File: config.mk
export PLATFORM = sky130hd
export DESIGN_NAME = seq_det_param_flat
export DESIGN_NICKNAME = d
export VERILOG_FILES = /design/src/rtl/seq_det_pkg.sv /design/src/rtl/seq_det_param_if.sv /design/src/rtl/seq_det_param_sat_counter.sv /design/src/rtl/seq_det_param.sv /design/src/flat_wrapper.sv
export SDC_FILE = /design/constraint.sdc
export NUM_CORES = 1
export LEC_CHECK = 0
export ABC_AREA = 1
export CAP_MARGIN = 20
export CORE_MARGIN = 8
export CORE_UTILIZATION = 27
export DETAILED_ROUTE_END_ITERATION = 8
export SYNTH_ARGS = -nofsm -noshare
export SYNTH_HDL_FRONTEND = slang
export SYNTH_HIERARCHICAL = 1
export SYNTH_SLANG_ARGS = --single-unit
export TNS_END_PERCENT = 50
File: constraint.sdc
create_clock -name clk -period 5.74 [get_ports clk]
set_clock_uncertainty 0.2 [all_clocks]
set_input_delay 0.574 -clock clk [delete_from_list [all_inputs] [get_ports clk]]
set_output_delay 0.574 -clock clk [all_outputs]
set_load 0.01 [all_outputs]
File: src/rtl/seq_det_pkg.sv
`default_nettype none
// +------------------------------------------------------------------+
// | Module  : seq_det_pkg                                            |
// | Brief   : Shared state encoding, default widths and helpers for  |
// |           the parameterised serial sequence detector.            |
// | Rev     : 1.0  initial release                                   |
// +------------------------------------------------------------------+
package seq_det_pkg;

  // Default geometry of the detector.
  localparam int DEF_PAT_W = 4;
  localparam int DEF_CNT_W = 8;
  localparam logic [DEF_PAT_W-1:0] DEF_PAT_RST = 4'b1011;

  // FILL: fewer than PAT_W valid bits in the history; ARMED: window full.
  typedef enum logic [0:0] {
    ST_FILL  = 1'b0,
    ST_ARMED = 1'b1
  } state_t;

  // Width needed to hold a fill count in the range 0..pat_w.
  function automatic int fill_width(input int pat_w);
    return $clog2(pat_w + 1);
  endfunction

endpackage : seq_det_pkg
`default_nettype wire

File: src/rtl/seq_det_param_if.sv
`default_nettype none
// +------------------------------------------------------------------+
// | Module  : seq_det_param_if                                       |
// | Brief   : Serial data, pattern control and status signals of the |
// |           sequence detector. The master drives the stimulus side |
// |           and the slave (detector) returns match status.         |
// | Rev     : 1.0  initial release                                   |
// +------------------------------------------------------------------+
interface seq_det_param_if
  import seq_det_pkg::*;
#(
  parameter int PAT_W = DEF_PAT_W,
  parameter int CNT_W = DEF_CNT_W
) ();

  logic             x;          // serial data bit
  logic             x_valid;    // x is sampled only when high
  logic [PAT_W-1:0] pat_in;     // new pattern, first-received bit at MSB
  logic             pat_load;   // load pat_in and restart filling
  logic             ovl_en;     // 1 = overlapping, 0 = non-overlapping
  logic             cnt_clr;    // clear the match counter
  logic             z;          // one-cycle registered match pulse
  logic [CNT_W-1:0] match_cnt;  // saturating match count
  logic             armed;      // history holds PAT_W valid bits

  modport master (
    output x, x_valid, pat_in, pat_load, ovl_en, cnt_clr,
    input  z, match_cnt, armed
  );

  modport slave (
    input  x, x_valid, pat_in, pat_load, ovl_en, cnt_clr,
    output z, match_cnt, armed
  );

endinterface : seq_det_param_if
`default_nettype wire

File: src/rtl/seq_det_param_sat_counter.sv
`default_nettype none
// +------------------------------------------------------------------+
// | Module  : sat_counter                                            |
// | Brief   : Up-counter that saturates at all-ones; clear wins over |
// |           a simultaneous increment.                              |
// | Rev     : 1.0  initial release                                   |
// +------------------------------------------------------------------+
module sat_counter #(
  parameter int CNT_W = 8
) (
  input  logic             clk,
  input  logic             reset,
  input  logic             inc,
  input  logic             clr,
  output logic [CNT_W-1:0] cnt
);

  localparam logic [CNT_W-1:0] CNT_MAX = {CNT_W{1'b1}};

  logic [CNT_W-1:0] cnt_q;
  logic [CNT_W-1:0] cnt_d;

  // Next count: clear first, then saturating increment, else hold.
  always_comb begin
    cnt_d = cnt_q;
    if (clr) begin
      cnt_d = '0;
    end else if (inc && (cnt_q != CNT_MAX)) begin
      cnt_d = cnt_q + CNT_W'(1);
    end
  end

  // Count register with synchronous reset.
  always_ff @(posedge clk) begin
    if (reset) begin
      cnt_q <= '0;
    end else begin
      cnt_q <= cnt_d;
    end
  end

  assign cnt = cnt_q;

endmodule : sat_counter
`default_nettype wire

File: src/rtl/seq_det_param.sv
`default_nettype none
// +------------------------------------------------------------------+
// | Module  : seq_det_param                                          |
// | Brief   : Programmable serial pattern detector with overlapping  |
// |           or non-overlapping matching, a registered match pulse  |
// |           and a saturating match counter.                        |
// | Rev     : 1.0  initial release                                   |
// +------------------------------------------------------------------+
module seq_det_param
  import seq_det_pkg::*;
#(
  parameter int               PAT_W   = DEF_PAT_W,
  parameter logic [PAT_W-1:0] PAT_RST = PAT_W'(DEF_PAT_RST),
  parameter int               CNT_W   = DEF_CNT_W
) (
  input  logic             clk,
  input  logic             reset,
  seq_det_param_if.slave   bus
);

  localparam int               FILL_W    = fill_width(PAT_W);
  localparam logic [FILL_W-1:0] FILL_FULL = FILL_W'(PAT_W);

  // The oldest bit of the window leaves the history on the very edge
  // that completes it, so the stored history only needs the PAT_W-1
  // most recent bits; the full window is {hist_q, x}.
  state_t             state_q;
  logic [PAT_W-2:0]   hist_q;
  logic [PAT_W-1:0]   pat_q;
  logic [FILL_W-1:0]  fill_q;
  logic               z_q;

  logic               accept_d;
  logic [PAT_W-1:0]   window_d;
  logic [FILL_W-1:0]  fill_d;
  logic               match_d;
  logic [CNT_W-1:0]   cnt_d;

  // Shifted window, saturating fill and match decision for this edge.
  always_comb begin
    accept_d = bus.x_valid & ~bus.pat_load;
    window_d = {hist_q, bus.x};
    fill_d   = (fill_q == FILL_FULL) ? FILL_FULL : fill_q + FILL_W'(1);
    match_d  = accept_d && (fill_d == FILL_FULL) && (window_d == pat_q);
  end

  // Detector FSM: history, fill count, pattern and registered pulse.
  always_ff @(posedge clk) begin
    if (reset) begin
      pat_q   <= PAT_RST;
      hist_q  <= '0;
      fill_q  <= '0;
      state_q <= ST_FILL;
      z_q     <= 1'b0;
    end else if (bus.pat_load) begin
      // A bit presented alongside a load is discarded; the history
      // contents are irrelevant once fill restarts from zero.
      pat_q   <= bus.pat_in;
      fill_q  <= '0;
      state_q <= ST_FILL;
      z_q     <= 1'b0;
    end else if (accept_d) begin
      hist_q <= window_d[PAT_W-2:0];
      z_q    <= match_d;
      if (match_d && !bus.ovl_en) begin
        // Non-overlapping: the matched bits cannot be reused.
        fill_q  <= '0;
        state_q <= ST_FILL;
      end else begin
        fill_q  <= fill_d;
        state_q <= (fill_d == FILL_FULL) ? ST_ARMED : ST_FILL;
      end
    end else begin
      // Idle cycle: hold everything, pulse ends.
      z_q <= 1'b0;
    end
  end

  sat_counter #(
    .CNT_W (CNT_W)
  ) u_match_cnt (
    .clk   (clk),
    .reset (reset),
    .inc   (match_d),
    .clr   (bus.cnt_clr),
    .cnt   (cnt_d)
  );

  assign bus.z         = z_q;
  assign bus.armed     = (state_q == ST_ARMED);
  assign bus.match_cnt = cnt_d;

endmodule : seq_det_param
`default_nettype wire

File: src/flat_wrapper.sv
// flat-port wrapper written by rule: the top's interface ports become plain ports
module seq_det_param_flat import seq_det_pkg::*;
#(
  parameter int               PAT_W   = DEF_PAT_W,
  parameter logic [PAT_W-1:0] PAT_RST = PAT_W'(DEF_PAT_RST),
  parameter int               CNT_W   = DEF_CNT_W
)
  (clk, reset, bus_x, bus_x_valid, bus_pat_in, bus_pat_load, bus_ovl_en, bus_cnt_clr, bus_z, bus_match_cnt, bus_armed);
  seq_det_param_if #(.PAT_W(PAT_W), .CNT_W(CNT_W)) bus_i ();
  input  logic clk;
  input  logic reset;
  input wire logic [$bits(bus_i.x)-1:0] bus_x;
  input wire logic [$bits(bus_i.x_valid)-1:0] bus_x_valid;
  input wire logic [$bits(bus_i.pat_in)-1:0] bus_pat_in;
  input wire logic [$bits(bus_i.pat_load)-1:0] bus_pat_load;
  input wire logic [$bits(bus_i.ovl_en)-1:0] bus_ovl_en;
  input wire logic [$bits(bus_i.cnt_clr)-1:0] bus_cnt_clr;
  output wire logic [$bits(bus_i.z)-1:0] bus_z;
  output wire logic [$bits(bus_i.match_cnt)-1:0] bus_match_cnt;
  output wire logic [$bits(bus_i.armed)-1:0] bus_armed;
  assign bus_i.x = bus_x;
  assign bus_i.x_valid = bus_x_valid;
  assign bus_i.pat_in = bus_pat_in;
  assign bus_i.pat_load = bus_pat_load;
  assign bus_i.ovl_en = bus_ovl_en;
  assign bus_i.cnt_clr = bus_cnt_clr;
  assign bus_z = bus_i.z;
  assign bus_match_cnt = bus_i.match_cnt;
  assign bus_armed = bus_i.armed;
  seq_det_param #(.PAT_W(PAT_W), .PAT_RST(PAT_RST), .CNT_W(CNT_W)) u_core (.clk(clk), .reset(reset), .bus(bus_i));
endmodule
After elaboration in Yosys (flattened, before gate mapping)
Cells that the tools add are included.
{"block": "classes", "bitwise": 3, "n_addsub": 2, "n_reduce_logical": 9, "eq_ne": 4, "muxes": 4}
{"op": "$add 8x1->8 const B", "count": 1}
{"op": "$ne 8x8->1 const B", "count": 1}
{"op": "$eq 3x3->1 const B", "count": 2}
{"op": "$mux 3", "count": 2}
{"op": "$eq 4x4->1", "count": 1}
{"op": "$logic_and 1x1->1", "count": 4}
{"op": "$reduce_or 2->1", "count": 2}
{"op": "$add 3x1->3 const B", "count": 1}
{"op": "$reduce_or 3->1", "count": 1}
{"op": "$mux 1", "count": 2}
{"op": "$not 1->1", "count": 2}
{"op": "$reduce_and 2->1", "count": 1}
{"op": "$and 1x1->1", "count": 1}
{"op": "$logic_not 1->1", "count": 1}
{"block": "word_totals", "word_cells": 28, "register_bits": 20, "out_inout_bits": 10, "in_bits": 11}

Logic depth before layout (Yosys ltp)
{"block": "depth", "word_depth": 7, "ltp_mapped": 13}

By module
The synthesis kept the hierarchy.
{"mod": "seq_det_param", "cells_per_inst": 78, "n_inst": 1, "seq_area_each_um2": 240.2, "area_each_um2": 580.6}
{"mod": "sat_counter", "cells_per_inst": 73, "n_inst": 1, "seq_area_each_um2": 160.2, "area_each_um2": 460.4}

Worst setup path before layout
OpenSTA, ideal clock, no wires.
{"block": "synth_timing", "path_type": "register to register", "startpoint": "reg u_core.fill_q[0]", "endpoint": "reg u_core.u_match_cnt.cnt_q[7] (netlist: u_core/u_match_cnt/cnt[7])", "stages_incl_launch_ff": 12, "slack_ns": 3.784, "t_arrival_ns": 1.639, "path_cell_list": "dfxtp_1 inv_1 ha_1 nor2_4 nand2_2 nor2_4 nand2_1 inv_1 clkbuf_1 nand2_1 nor2_1 nor2_1"}
{"block": "synth_between", "elab_chain_len": 6}
{"item": "from (decl)", "line_no": "seq_det_param.sv:30", "text": "logic [FILL_W-1:0] fill_q;"}
{"item": "from (signal assigned)", "line_no": "seq_det_param.sv:70", "text": "fill_q <= fill_d;"}
{"item": "$add 3x1->3 or $eq 3x3->1 (tied branches)", "line_no": "seq_det_param.sv:43", "text": "fill_d = (fill_q == FILL_FULL) ? FILL_FULL : fill_q + FILL_W'(1);"}
{"item": "$mux 3 *", "line_no": "seq_det_param.sv:43"}
{"item": "$eq 3x3->1 *", "line_no": "seq_det_param.sv:44", "text": "match_d = accept_d && (fill_d == FILL_FULL) && (window_d == pat_q);"}
{"item": "$logic_and 1x1->1 * (2 in a row)", "line_no": "seq_det_param.sv:44"}
{"item": "net u_core.match_d", "line_no": "seq_det_param.sv:36", "text": "logic match_d;"}
{"item": "$logic_and 1x1->1 *", "line_no": "seq_det_param_sat_counter.sv:28", "text": "end else if (inc && (cnt_q != CNT_MAX)) begin"}
{"item": "to (signal assigned)", "line_no": "seq_det_param_sat_counter.sv:38", "text": "cnt_q <= cnt_d;"}
{"item": "to (decl)", "line_no": "seq_det_param_sat_counter.sv:20", "text": "logic [CNT_W-1:0] cnt_q;"}
The timed path passes the listed nets; every way through them passes the cells marked *.
A chain may end at the register's enable or synchronous reset.

Worst setup path after layout
{"block": "layout_timing", "startpoint": "in bus_pat_load", "endpoint": "reg u_core.u_match_cnt.cnt_q[3] (netlist: u_core/u_match_cnt/cnt[3])"}
{"block": "layout_between", "elab_chain_len": 5}
{"item": "from (decl)", "line_no": "flat_wrapper.sv:15", "text": "input wire logic [$bits(bus_i.pat_load)-1:0] bus_pat_load;"}
{"item": "$not 1->1 (no source line)"}
{"item": "$and 1x1->1", "line_no": "seq_det_param.sv:41", "text": "accept_d = bus.x_valid & ~bus.pat_load;"}
{"item": "$logic_and 1x1->1 (2 in a row)", "line_no": "seq_det_param.sv:44"}
{"item": "net u_core.match_d", "line_no": "seq_det_param.sv:36"}
{"item": "$logic_and 1x1->1", "line_no": "seq_det_param_sat_counter.sv:28"}
The timed path passes the listed nets, and every way through them passes these cells.

==> qor.yml <==
nets: 189
r2r-start: "u_core/fill_q[0]"
grt_max_degree: 13
yosysWarningCount: 6
hp-class: "reg2reg"
r2r-end: "u_core/u_match_cnt/cnt[3]"
dp.cells: 218
grt_pass1_wl_mm: 3.843
ys_ff_latch: 20
num_rows: 22
hold_buffers: 0
top_layer_used: "met4"
cts_tree: "built"
synthesis.area_sq_um: 1041
cts.sinks: 20
setup_slack_ps: 3306
start_kind: "input port"
drc_errors: 0
seq_area_frac_synth: 0.3846
p_leak_nw: 0.5549
wl_met2_microns: 946
grt_pass1_vias: 931
syn_area_per_cell_sq_um: 6.894
cts_resized: 0
io_pins: 21
critPathMaxFanout: 12
netlist-cell-type-count: 19
met3WireLength_microns: 122
portBuffers: 20
placed_area_sq_um: 1297
cts_buffers: 3
dieWidth_microns: 78.10
rsz0062_at_grt: "false"
p_per_area_nw_per_um2: 206.0
status: "finished clean"
design_area_sq_um: 1353
finalCritPeriodShare: 0.4240
htree_levels: 1
clkLatencyLatePin_ps: 250
fmax_mhz: 410.9
chipHeight_microns: 78.10
postSynthCellCount: 151
worstHoldEndpoint: "u_core/pat_q[1]"
synthesis.nets: 165
cts_root_buf: "clkbuf_8"
hold_depth: 2
vias: 953
first_pass_iters: 4
max_slew.worst_pin.slew_ps: 555.4
critical_path_class: "in2reg"
maxCapViolCount: 0
min_period_ps: 2434
gp_congestion: 0.7884
pre_cts_slack_ps: 3034
post_cts_buffers: 0
dieArea_sq_um: 6099
clockBufferDepth: 2
dp_hpwl_mm: 1.728
layout-drive-gt1-share: 0.09770
peakVddDrop_mv: 0.1339
drt_iter0_markers: 42
synth_area_leaders: "dfxtp_1 38%, nand2_1 13%, nor2_1 9.0%"
insertedDiodeCount: 0
crit_path_end_kind: "register"
wl_per_cell_microns: 9.640
setup_viol: 0
r2r_cells: 12
track_usage: 0.07540
holdCritStartpoint: "u_core/pat_q[1]"
met1Wirelength_mm: 1.037
yosys.area.top_type_share: 0.3846
syn_to_final_growth_pct: 29.93
final-hold-violation-count: 0
clk_pin_slew_ps: 70
coreArea_sq_um: 3689
grt_antenna_before_repair: 0
fin_cells: 222
ff2ff_setup_slack_ps: 3610
critPathRequiredTime_ps: 5690
setup_tns_ps: 0
routed_via_density: 4.293
slew_headroom: 0.6283
finalPower_w: 0.0002786
ant_nets: 0
grt.overflow.total: 0
wl_mm: 2.140
synth_top_area_cell: "dfxtp_1"
initial_core_util: 0.2822
slew_violations: 0
cp.arrival_ps: 2380
## per-layer routing
metal  global-route usage  vias to the layer above
li1                     -                      517
met1              0.09006                      409
met2               0.1168                       25
met3              0.02961                        2
met4              0.03333                        0
met5                    0                        -
## through the flow
stage,hold WS (ps),util
after floorplan,249.5,-
after global placement,284.6,0.3518
after detailed placement,275.4,0.3518
after CTS,290.5,0.3667
after global routing,305.2,0.3667
final,284.2,0.3667
## how the worst max path moves through the flow
stage,startpoint,endpoint,slack (ps),depth (start not counted)
after global routing,bus_pat_load,u_core/u_match_cnt/cnt[3],3090,13
final,bus_pat_load,u_core/u_match_cnt/cnt[3],3310,13
after global placement,bus_pat_load,u_core/u_match_cnt/cnt[3],3100,13
after floorplan,u_core/fill_q[0],u_core/u_match_cnt/cnt[7],3780,11
after CTS,bus_pat_load,u_core/u_match_cnt/cnt[3],3300,13
after detailed placement,bus_pat_load,u_core/u_match_cnt/cnt[3],3030,13
## critical path, stage by stage
cell	delay, ps
clkdlybuf4s50_1	520
inv_2	150
nand2_4	80
nor2_4	100
nand2_2	60
nor2_4	130
nand2_1	80
inv_1	260
inv_1	90
nor2_1	150
nand3_1	90
nand2_1	60
nor2_1	40
## flip-flops by register name (all words and copies together) (netlist names)
signal and cells:
u_core/fill_q 3, u_core/u_match_cnt/cnt 8, u_core/bus.armed 1, u_core/pat_q 4, u_core/hist_q 3, u_core/bus.z 1
## cells by family (layout without fill, tap and decap cells)
family | after synthesis | count (layout) | synth area share
DFF | 20 | 20 | 0.3846
AOI/OAI and AO/OA | 21 | 21 | 0.1106
adders and majority gates | 3 | 3 | 0.03606
xor gates and xnor gates | 3 | 3 | 0.02524
buffers and inverters | 23 | 46 | 0.08293
and+or+nand+nor | 81 | 81 | 0.3606
## where the power goes
group          leakage [nW]  switching (W)  total (W)  internal [W]
Sequential            0.163     0.00000292   0.000146      0.000143
Clock                0.0288      0.0000424   0.000103     0.0000609
Combinational         0.363      0.0000152  0.0000292     0.0000140
## placed cells by master (no fill, tap or decap)
master and n:
nand2_1 36, ha_1 3, a21oi_2 2, nand3_1 11, inv_2 3, clkbuf_8 4, nand3_4 1, nor2_1 25
a21oi_1 9, nand4_1 1, clkdlybuf4s50_1 20, nand3_2 1, o21ai_0 9, xnor2_1 3, dfxtp_1 20, nand2_2 2
nand2_4 1, inv_1 19, nor2_4 3, o211ai_1 1
## cells in the mapped netlist
library cell / count
a21oi_2: 2
nand4_1: 1
nor2_1: 25
clkbuf_1: 1
o21ai_0: 9
nand3_1: 11
xnor2_1: 3
nand3_4: 1
nand2_1: 36
a21oi_1: 9
dfxtp_1: 20
o211ai_1: 1
nor2_4: 3
inv_1: 19
inv_2: 3
nand3_2: 1
ha_1: 3
nand2_2: 2
nand2_4: 1
## cell type report
cell class	count	area (sq um)
Timing Repair Buffer	20	200.2
Multi-Input combinational cell	108	554.3
Inverter	22	82.58
Tap cell	48	60.06
Clock buffer	4	55.05
Sequential cell	20	400.4
Fill cell	416	2336
(Power assumes the default switching activity.)
